## src/rtl/apb_master_if.sv

```systemverilog
// Command/response and APB bus bundle between the local requester and the APB slaves.
// master modport is the bridge's view; slave modport is the command source plus slave side.
interface apb_master_if #(
    parameter int DATA_WIDTH = 32,
    parameter int ADDR_WIDTH = 32,
    parameter int SLV_NUM    = 2
);
    logic                          cmd_valid;
    logic                          cmd_ready;
    logic                          cmd_write;
    logic [ADDR_WIDTH-1:0]         cmd_addr;
    logic [DATA_WIDTH-1:0]         cmd_wdata;
    logic                          rsp_valid;
    logic [DATA_WIDTH-1:0]         rsp_rdata;
    logic                          rsp_err;
    logic [ADDR_WIDTH-1:0]         paddr;
    logic                          pwrite;
    logic [SLV_NUM-1:0]            psel;
    logic                          penable;
    logic [DATA_WIDTH-1:0]         pwdata;
    logic [SLV_NUM*DATA_WIDTH-1:0] prdata;
    logic [SLV_NUM-1:0]            pready;
    logic [SLV_NUM-1:0]            pslverr;

    modport master (
        input  cmd_valid, cmd_write, cmd_addr, cmd_wdata, prdata, pready, pslverr,
        output cmd_ready, rsp_valid, rsp_rdata, rsp_err, paddr, pwrite, psel, penable, pwdata
    );

    modport slave (
        output cmd_valid, cmd_write, cmd_addr, cmd_wdata, prdata, pready, pslverr,
        input  cmd_ready, rsp_valid, rsp_rdata, rsp_err, paddr, pwrite, psel, penable, pwdata
    );
endinterface

```

## src/rtl/apb_master.sv

```systemverilog
// APB requester: one outstanding command -> SETUP/ACCESS transfer to a decoded slave.
// Latency: response pulse 3 cycles after accept plus one per wait state; decode error in 1.
// Backpressure: cmd_ready only in IDLE; response is a one-cycle pulse with no backpressure.
module apb_master #(
    parameter int DATA_WIDTH  = 32,
    parameter int ADDR_WIDTH  = 32,
    parameter int SLV_NUM     = 2,
    parameter int SLV_SEL_LSB = 7,
    parameter int TIMEOUT     = 15
) (
    input  logic         i_pclk,
    input  logic         i_prst,
    apb_master_if.master bus
);
    localparam int SEL_W = (SLV_NUM > 1) ? $clog2(SLV_NUM) : 1;
    localparam int CNT_W = (TIMEOUT > 1) ? $clog2(TIMEOUT + 1) : 1;

    typedef enum logic [1:0] {IDLE, SETUP, ACCESS} state_t;

    state_t                 state;
    logic [SEL_W-1:0]       sel_idx;
    logic [CNT_W-1:0]       wait_cnt;
    logic [SEL_W-1:0]       cmd_idx;
    logic                   cmd_idx_ok;
    logic                   sel_rdy;
    logic                   sel_err;
    logic [DATA_WIDTH-1:0]  sel_rdata;

    assign cmd_idx       = bus.cmd_addr[SLV_SEL_LSB +: SEL_W];
    assign cmd_idx_ok    = {1'b0, cmd_idx} < (SEL_W + 1)'(SLV_NUM);
    assign bus.cmd_ready = (state == IDLE);

    // Only the slave latched at accept time is looked at; the rest are don't-care.
    always_comb begin
        sel_rdy   = 1'b0;
        sel_err   = 1'b0;
        sel_rdata = '0;
        for (int k = 0; k < SLV_NUM; k++) begin
            if (sel_idx == SEL_W'(k)) begin
                sel_rdy   = bus.pready[k];
                sel_err   = bus.pslverr[k];
                sel_rdata = bus.prdata[k*DATA_WIDTH +: DATA_WIDTH];
            end
        end
    end

    always_ff @(posedge i_pclk) begin
        if (i_prst) begin
            state         <= IDLE;
            sel_idx       <= '0;
            wait_cnt      <= '0;
            bus.paddr     <= '0;
            bus.pwrite    <= 1'b0;
            bus.pwdata    <= '0;
            bus.psel      <= '0;
            bus.penable   <= 1'b0;
            bus.rsp_valid <= 1'b0;
            bus.rsp_rdata <= '0;
            bus.rsp_err   <= 1'b0;
        end else begin
            bus.rsp_valid <= 1'b0;
            case (state)
                IDLE: begin
                    if (bus.cmd_valid) begin
                        bus.paddr  <= bus.cmd_addr;
                        bus.pwrite <= bus.cmd_write;
                        bus.pwdata <= bus.cmd_wdata;
                        sel_idx    <= cmd_idx;
                        if (cmd_idx_ok) begin
                            bus.psel    <= SLV_NUM'(1) << cmd_idx;
                            bus.penable <= 1'b0;
                            state       <= SETUP;
                        end else begin
                            bus.rsp_valid <= 1'b1;
                            bus.rsp_err   <= 1'b1;
                            bus.rsp_rdata <= '0;
                        end
                    end
                end
                SETUP: begin
                    bus.penable <= 1'b1;
                    wait_cnt    <= '0;
                    state       <= ACCESS;
                end
                ACCESS: begin
                    if (sel_rdy) begin
                        bus.psel      <= '0;
                        bus.penable   <= 1'b0;
                        bus.rsp_valid <= 1'b1;
                        bus.rsp_err   <= sel_err;
                        bus.rsp_rdata <= bus.pwrite ? '0 : sel_rdata;
                        state         <= IDLE;
                    end else if (wait_cnt == CNT_W'(TIMEOUT - 1)) begin
                        bus.psel      <= '0;
                        bus.penable   <= 1'b0;
                        bus.rsp_valid <= 1'b1;
                        bus.rsp_err   <= 1'b1;
                        bus.rsp_rdata <= '0;
                        state         <= IDLE;
                    end else begin
                        wait_cnt <= wait_cnt + 1'b1;
                    end
                end
                default: state <= IDLE;
            endcase
        end
    end
endmodule

```

## src/flat_wrapper.sv

```systemverilog
// flat-port wrapper written by rule: the top's interface ports become plain ports
module apb_master_flat 
#(
    parameter int DATA_WIDTH  = 32,
    parameter int ADDR_WIDTH  = 32,
    parameter int SLV_NUM     = 2,
    parameter int SLV_SEL_LSB = 7,
    parameter int TIMEOUT     = 15
)
  (i_pclk, i_prst, bus_cmd_valid, bus_cmd_write, bus_cmd_addr, bus_cmd_wdata, bus_prdata, bus_pready, bus_pslverr, bus_cmd_ready, bus_rsp_valid, bus_rsp_rdata, bus_rsp_err, bus_paddr, bus_pwrite, bus_psel, bus_penable, bus_pwdata);
  apb_master_if #(.DATA_WIDTH(DATA_WIDTH), .ADDR_WIDTH(ADDR_WIDTH), .SLV_NUM(SLV_NUM)) bus_i ();
  input  logic i_pclk;
  input  logic i_prst;
  input wire logic [$bits(bus_i.cmd_valid)-1:0] bus_cmd_valid;
  input wire logic [$bits(bus_i.cmd_write)-1:0] bus_cmd_write;
  input wire logic [$bits(bus_i.cmd_addr)-1:0] bus_cmd_addr;
  input wire logic [$bits(bus_i.cmd_wdata)-1:0] bus_cmd_wdata;
  input wire logic [$bits(bus_i.prdata)-1:0] bus_prdata;
  input wire logic [$bits(bus_i.pready)-1:0] bus_pready;
  input wire logic [$bits(bus_i.pslverr)-1:0] bus_pslverr;
  output wire logic [$bits(bus_i.cmd_ready)-1:0] bus_cmd_ready;
  output wire logic [$bits(bus_i.rsp_valid)-1:0] bus_rsp_valid;
  output wire logic [$bits(bus_i.rsp_rdata)-1:0] bus_rsp_rdata;
  output wire logic [$bits(bus_i.rsp_err)-1:0] bus_rsp_err;
  output wire logic [$bits(bus_i.paddr)-1:0] bus_paddr;
  output wire logic [$bits(bus_i.pwrite)-1:0] bus_pwrite;
  output wire logic [$bits(bus_i.psel)-1:0] bus_psel;
  output wire logic [$bits(bus_i.penable)-1:0] bus_penable;
  output wire logic [$bits(bus_i.pwdata)-1:0] bus_pwdata;
  assign bus_i.cmd_valid = bus_cmd_valid;
  assign bus_i.cmd_write = bus_cmd_write;
  assign bus_i.cmd_addr = bus_cmd_addr;
  assign bus_i.cmd_wdata = bus_cmd_wdata;
  assign bus_i.prdata = bus_prdata;
  assign bus_i.pready = bus_pready;
  assign bus_i.pslverr = bus_pslverr;
  assign bus_cmd_ready = bus_i.cmd_ready;
  assign bus_rsp_valid = bus_i.rsp_valid;
  assign bus_rsp_rdata = bus_i.rsp_rdata;
  assign bus_rsp_err = bus_i.rsp_err;
  assign bus_paddr = bus_i.paddr;
  assign bus_pwrite = bus_i.pwrite;
  assign bus_psel = bus_i.psel;
  assign bus_penable = bus_i.penable;
  assign bus_pwdata = bus_i.pwdata;
  apb_master #(.DATA_WIDTH(DATA_WIDTH), .ADDR_WIDTH(ADDR_WIDTH), .SLV_NUM(SLV_NUM), .SLV_SEL_LSB(SLV_SEL_LSB), .TIMEOUT(TIMEOUT)) u_core (.i_pclk(i_pclk), .i_prst(i_prst), .bus(bus_i));
endmodule
```

## config.mk

```make
export PLATFORM = sky130hd
export DESIGN_NAME = apb_master_flat
export DESIGN_NICKNAME = d
export VERILOG_FILES = /design/src/rtl/apb_master_if.sv /design/src/rtl/apb_master.sv /design/src/flat_wrapper.sv
export SDC_FILE = /design/constraint.sdc
export NUM_CORES = 1
export LEC_CHECK = 0
export CORE_UTILIZATION = 39
export DETAILED_ROUTE_END_ITERATION = 8
export HOLD_SLACK_MARGIN = 0.12
export PLACE_DENSITY = 0.8
export SYNTH_ARGS = -nofsm -noshare
export SYNTH_HDL_FRONTEND = slang
export SYNTH_SLANG_ARGS = --single-unit
```

## constraint.sdc

```tcl
create_clock -name i_pclk -period 2 [get_ports i_pclk]
set_clock_uncertainty 0.2 [all_clocks]
set_input_delay 0.3 -clock i_pclk [delete_from_list [all_inputs] [get_ports i_pclk]]
set_output_delay 0.3 -clock i_pclk [all_outputs]
set_load 0.05 [all_outputs]
```

==> results_dict.tcl, run 1 <==
set metrics [dict create \
    finalNetCount 835 \
    numPlacedInstances 819 \
    antenna_violations_before_repair 0 \
    grt_overflow 0 \
    max-slew-margin-rel_pct 65.3 \
    total_power_uw 6060 \
    combinationalPowerShare_pct 35.5 \
    finalWeightedCongestion 0.740 \
    slowest_delay_ns 0.55 \
    timing.critical_path.required_ns 2.10 \
    power_density_mw_per_mm2 865 \
    clock_power_share_pct 23.9 \
    drive_above_1_share_pct 18.7 \
    io_pins 239 \
    dr_total_vias 4122 \
    coreArea_mm2 0.0109 \
    maxClockFrequency_ghz 0.518 \
    min_period_ns 1.93 \
    min_period_over_period_pct 96.5 \
    portBuffers 238 \
    power_switching_share_pct 35.9 \
    internal_power_uw 3890 \
    tightestPinTransition_ns 0.522 \
    hold_viol_final 0 \
    layout.core_utilization_pct 64.4 \
    yosysUniqueCellTypes 32 \
    seq_area_frac_synth_pct 49.2 \
    largest_net_degree_at_the_start_of_global_routing 47 \
    syn-instance-count 462 \
    cpLargestDelayFamily "simple AND/OR/NAND/NOR gates" \
    hp-class "register to register" \
    wl_per_cell_um 16.0 \
    clk_pin_slew_worst_paths_ns 0.10 \
    wirelength_um 13400 \
    crit_fanout 16 \
    grt_usage_pct 22.5 \
    post_dp_cell_area_mm2 0.00680 \
    num_rows 38 \
    ys_ff_latch 108 \
    hpwl_um 10100 \
    final_cell_area_mm2 0.00701 \
    syn_area_per_cell_um2 9.51 \
    buffers_plus_inverters_on_the_worst_setup_path 2 \
    cts_tree "built" \
    ir_worst_vdd_v 0.000435 \
    setup_violations 0 \
    critPathKind "register to register" \
    cts_setup_buffers 0 \
    ys_warn_count 0 \
    worst_path_max_delay_cell "sky130_fd_sc_hd__or4_4" \
    layout.cells.non_filler 837 \
    cts-root-buf "sky130_fd_sc_hd__clkbuf_8" \
    chipWidth_um 108 \
    clock-sinks 108 \
    drv_slew 0 \
    timing.setup.tns_ns 0 \
    number_of_maximum_capacitance_constraint_violations 0 \
    most_common_cell_after_layout_fill_and_taps_aside "sky130_fd_sc_hd__clkdlybuf4s50_1" \
    area_delta_synth_final_pct 59.6 \
    worst-endpoint-arrival_ns 2.03 \
    cts-root-to-sink-buffers 2 \
    count_of_routing_violations_after_the_opening_detailed_route_iteration 159 \
    outcome "complete, no violations" \
    final_antenna_net_count 0 \
    synth.net_count 605 \
    first_pass_iters 5 \
    grt_first_pass_wirelength_um 20200 \
    chipHeight_um 108 \
    dieArea_mm2 0.0117 \
    htree_num_levels 3 \
    initial_core_util_pct 40.3 \
    inserted_diodes 0 \
    clk-insertion-delay-late_ns 0.37 \
    switchingPower_uw 2180 \
    vias_per_cell 4.92 \
    worst_setup_path_start_kind "register" \
    syn_area_mm2 0.00439 \
    cts-buffers-inserted 9 \
    mostFrequentLayoutCells "sky130_fd_sc_hd__clkdlybuf4s50_1 (134), sky130_fd_sc_hd__nand2_1 (133), sky130_fd_sc_hd__dfxtp_1 (107)" \
    critical_path.cell_chain "ha_2, inv_1, or4_4, bufbuf_16, o2bb2ai_2" \
    pwr-share-seq_pct 40.6 \
    detail_route.drc_violations 0 \
    crit_path_end_kind "register" \
    leakagePower_uw 0.00292 \
    first_global_vias 4101 \
]
path summary, 6_finish.rpt:
path | start | to | slack (ns) | cells after the start
max | u_core.state[1] | u_core.bus.rsp_rdata[9] | 0.07 | 5
min | u_core.bus.pwdata[7] | u_core.bus.pwdata[7] | 0.26 | 2
max reg2reg | u_core.state[1] | u_core.bus.rsp_rdata[9] | 0.07 | 5
min reg2reg | u_core.bus.pwdata[7] | u_core.bus.pwdata[7] | 0.26 | 2
per-layer routing:
metal  GRT usage (%)  wire length [um]
met4            9.49               277
met3            7.53              1390
met2            41.1              6800
met1            23.3              4900
met5               0                 0
power by group through the flow:
stage	sequential [uW]	clock (uW)	combinational [uW]
3_5_place_dp	2510	0	2220
6_report	2460	1450	2150
4_1_cts	2460	1490	2170
5_1_grt	2490	1570	2290
3_3_place_gp	2500	0	2170
2_1_floorplan	3140	0	710
cells by family (layout without fill, tap and decap cells):
logic type	count (synthesis)	after routing	share of synthesized area, %
and+or+nand+nor	152	152	13.9
AOI/OAI and AO/OA	114	114	20.6
DFF	108	108	49.2
adders and majority gates	7	7	1.99
muxes	38	38	8.94
buffers and inverters	43	278	5.30
cell usage after synthesis (all sizes together):
library cell    n  share of area [%]
a311oi          3               0.60
and2            1               0.14
nor2            6               0.51
mux2i          38                8.9
inv             7               0.60
dfxtp         108                 49
or4             3               0.51
clkbuf         24                2.1
a211oi          1               0.17
nand4           1               0.14
and3            1               0.14
o32ai           1               0.20
o2bb2ai        32                 11
nand2         135                 12
buf            12                2.6
o31ai           1               0.17
a21oi          70                8.1
nand3           1               0.11
or4b            1               0.23
o21ai           3               0.34
ha              7                2.0
nand2b          2               0.28
nor2b           1               0.14
a31oi           3               0.43
metrics by stage:
stage | worst slack (ns) | hold slack, ns
floorplan | 0.0340 | 0.236
detailed placement | -0.157 | 0.246
finish | 0.0695 | 0.256
global placement | -0.117 | 0.240
CTS | 0.0109 | 0.242
global route | -0.0277 | 0.266
state kept, by name, indices dropped and copies added (netlist names), 2 cells and up:
register	count
u_core.wait_cnt	4
u_core.bus.rsp_rdata	32
u_core.bus.pwdata	32
u_core.bus.paddr	32
u_core.state	2
u_core.bus.psel	2
tightest hold or removal path, cell delays in order (launching register included):
cell and delay [ns]:
sky130_fd_sc_hd__dfxtp_1 0.32, sky130_fd_sc_hd__nand2_1 0.05, sky130_fd_sc_hd__a21oi_1 0.05
layout make-up:
type | count | area, um^2
fillers | 895 | 3870
multi-input cells | 311 | 2020
repair buffers | 255 | 2410
flip-flops and latches | 108 | 2160
clock inverters | 4 | 72.6
well taps | 140 | 175
inverters | 7 | 26.3
clock buffers | 12 | 145
what timing repair did:
action,4_1_cts,5_1_grt
endpoints found under the hold margin,2,0
hold buffers,1,0
gates resized for setup,45,3
endpoints found under the setup margin,61,15
gates cloned,1,0
(Power assumes the default switching activity.)
==> run 2, diff against run 1 <==
Settings changed: TNS_END_PERCENT from default to 10.
==> run 2 against run 1 <==
Sequential power barely moved. First-iteration DRC count rose by 19%. Worst setup slack gained 0.050 ns. Register-to-register slack improved by 0.05 ns. Maximum frequency rose by 2.6%. Routed wire length is 0.26% lower. Die area stayed put. Utilization decreased by 0.081 points. Worst hold slack about the same. Global-route usage down 0.39 points. Critical path type unchanged. Largest cell class unchanged. Highest routed layer unchanged.
==> results_dict.tcl, run 2 (same netlist as run 1, synthesis figures left out) <==
set metrics [dict create \
    num_rows 38 \
    min_period_ns 1.88 \
    worst-endpoint-arrival_ns 1.92 \
    worst_setup_path_start_kind "register" \
    setup_repair_after_global_routing_missed_its_margin "false" \
    critPathKind "register to register" \
    number_of_maximum_capacitance_constraint_violations 0 \
    slowest_delay_ns 0.35 \
    cts-root-to-sink-buffers 2 \
    ir_worst_vdd_v 0.000435 \
    most_common_cell_after_layout_fill_and_taps_aside "sky130_fd_sc_hd__clkdlybuf4s50_1" \
    inserted_diodes 0 \
    grt_overflow 0 \
    fillCellCount 894 \
    antenna_violations_before_repair 0 \
    worst_r2r_startpoint "u_core.wait_cnt[0]" \
    biggestRegsByFlops "u_core.bus.paddr (32), u_core.bus.pwdata (32), u_core.bus.rsp_rdata (32)" \
    hpwl_um 10100 \
    finalNetCount 835 \
    hp-class "register to register" \
    first_pass_iters 4 \
    critical_path.startpoint "u_core.wait_cnt[0]" \
    crit_path_end_kind "register" \
    timing.critical_path.required_ns 2.04 \
    count_of_routing_violations_after_the_opening_detailed_route_iteration 189 \
    chipWidth_um 108 \
    setup_violations 0 \
    crit_fanout 5 \
    drive_above_1_share_pct 18.7 \
    timing.setup.tns_ns 0 \
    worst_hold_startpoint "u_core.bus.pwdata[1]" \
    detail_route.drc_violations 0 \
    cts_tree "built" \
    final_cell_area_mm2 0.00700 \
    portBuffers 238 \
    chipHeight_um 108 \
    mostFrequentLayoutCells "sky130_fd_sc_hd__clkdlybuf4s50_1 (134), sky130_fd_sc_hd__nand2_1 (133), sky130_fd_sc_hd__dfxtp_1 (106)" \
    min_period_over_period_pct 94.0 \
    wl_per_cell_um 15.9 \
    grt_usage_pct 22.1 \
    area_delta_synth_final_pct 59.4 \
    finalWeightedCongestion 0.740 \
    total_power_uw 6070 \
    cts-buffers-inserted 9 \
    tightestPinTransition_ns 0.522 \
    io_pins 239 \
    leakagePower_uw 0.00291 \
    post_dp_cell_area_mm2 0.00680 \
    holdWs_ns 0.256 \
    dieArea_mm2 0.0117 \
    layout.core_utilization_pct 64.3 \
    outcome "complete, no violations" \
    clock-sinks 108 \
    clk-insertion-delay-late_ns 0.36 \
    max-slew-margin-rel_pct 65.3 \
    htree_num_levels 3 \
    power_density_mw_per_mm2 866 \
    vias_per_cell 4.92 \
    wirelength_um 13300 \
    coreArea_mm2 0.0109 \
    final_antenna_net_count 0 \
    largest_net_degree_at_the_start_of_global_routing 47 \
    hold_viol_final 0 \
    maxClockFrequency_ghz 0.532 \
    clk_pin_slew_worst_paths_ns 0.10 \
    first_global_vias 4079 \
    worst_path_max_delay_cell "sky130_fd_sc_hd__dfxtp_1" \
    cts-root-buf "sky130_fd_sc_hd__clkbuf_8" \
    grt_first_pass_wirelength_um 19900 \
    critical_path.cell_chain "inv_1, ha_1, nand3_1, buf_4, a31oi_1, mux2i_1, nor2_1" \
    drv_slew 0 \
    initial_core_util_pct 40.3 \
    dr_total_vias 4117 \
]
-- run 2: routing by layer --
layer  vias up  wire length (um)  track usage [%]
met5         -                 0                0
met4         0               303             10.1
met3        22              1300             7.23
met2       156              6650             39.8
met1      1908              5070             23.2
li1       2031                 -                -
-- run 2: worst max-delay path, delay by kind of cell, from the launching register on --
family | cells | cell delay (ns)
buffers and inverters | 2 | 0.29
muxes | 1 | 0.25
AOI/OAI and AO/OA | 1 | 0.30
adders and majority gates | 1 | 0.15
and+or+nand+nor | 2 | 0.21
DFF | 1 | 0.35
-- run 2: through the flow --
stage | cells | setup slack, ns
2_1_floorplan | 462 | 0.0340
3_3_place_gp | 819 | -0.117
3_5_place_dp | 819 | -0.157
4_1_cts | 836 | 0.0109
5_1_grt | 837 | 0.00720
6_report | 837 | 0.119
-- run 2: power breakdown --
group | internal (uW) | switching (uW) | total [uW]
logic | 796 | 1360 | 2150
registers | 2350 | 112 | 2460
clock network | 739 | 712 | 1450
total | 3880 | 2180 | 6070
-- run 2: cell type report --
type / instances / area (um^2) / share of cell area (%)
repair buffers: 255 / 2400 / 34.3
clock buffers: 12 / 145 / 2.07
inverters: 7 / 26.3 / 0.375
clock inverters: 4 / 72.6 / 1.04
well taps: 140 / 175 / 2.50
multi-input cells: 311 / 2020 / 28.8
flip-flops and latches: 108 / 2160 / 30.9
-- run 2: path summary, 6_finish.rpt --
path,end,slack [ns],cells past startpoint
setup reg to reg,u_core.state[1],0.12,7
hold reg to reg,u_core.bus.pwdata[1],0.26,2
hold / removal,u_core.bus.pwdata[1],0.26,2
setup / recovery,u_core.state[1],0.12,7
-- run 2: repair_timing --
action | 4_1_cts | 5_1_grt
endpoints found under the setup margin | 61 | 33
cloned | 0 | 1
buffers inserted | 0 | 0
hold endpoints to repair | 2 | 0
gates resized for setup | 45 | 3
hold buffers | 1 | 0
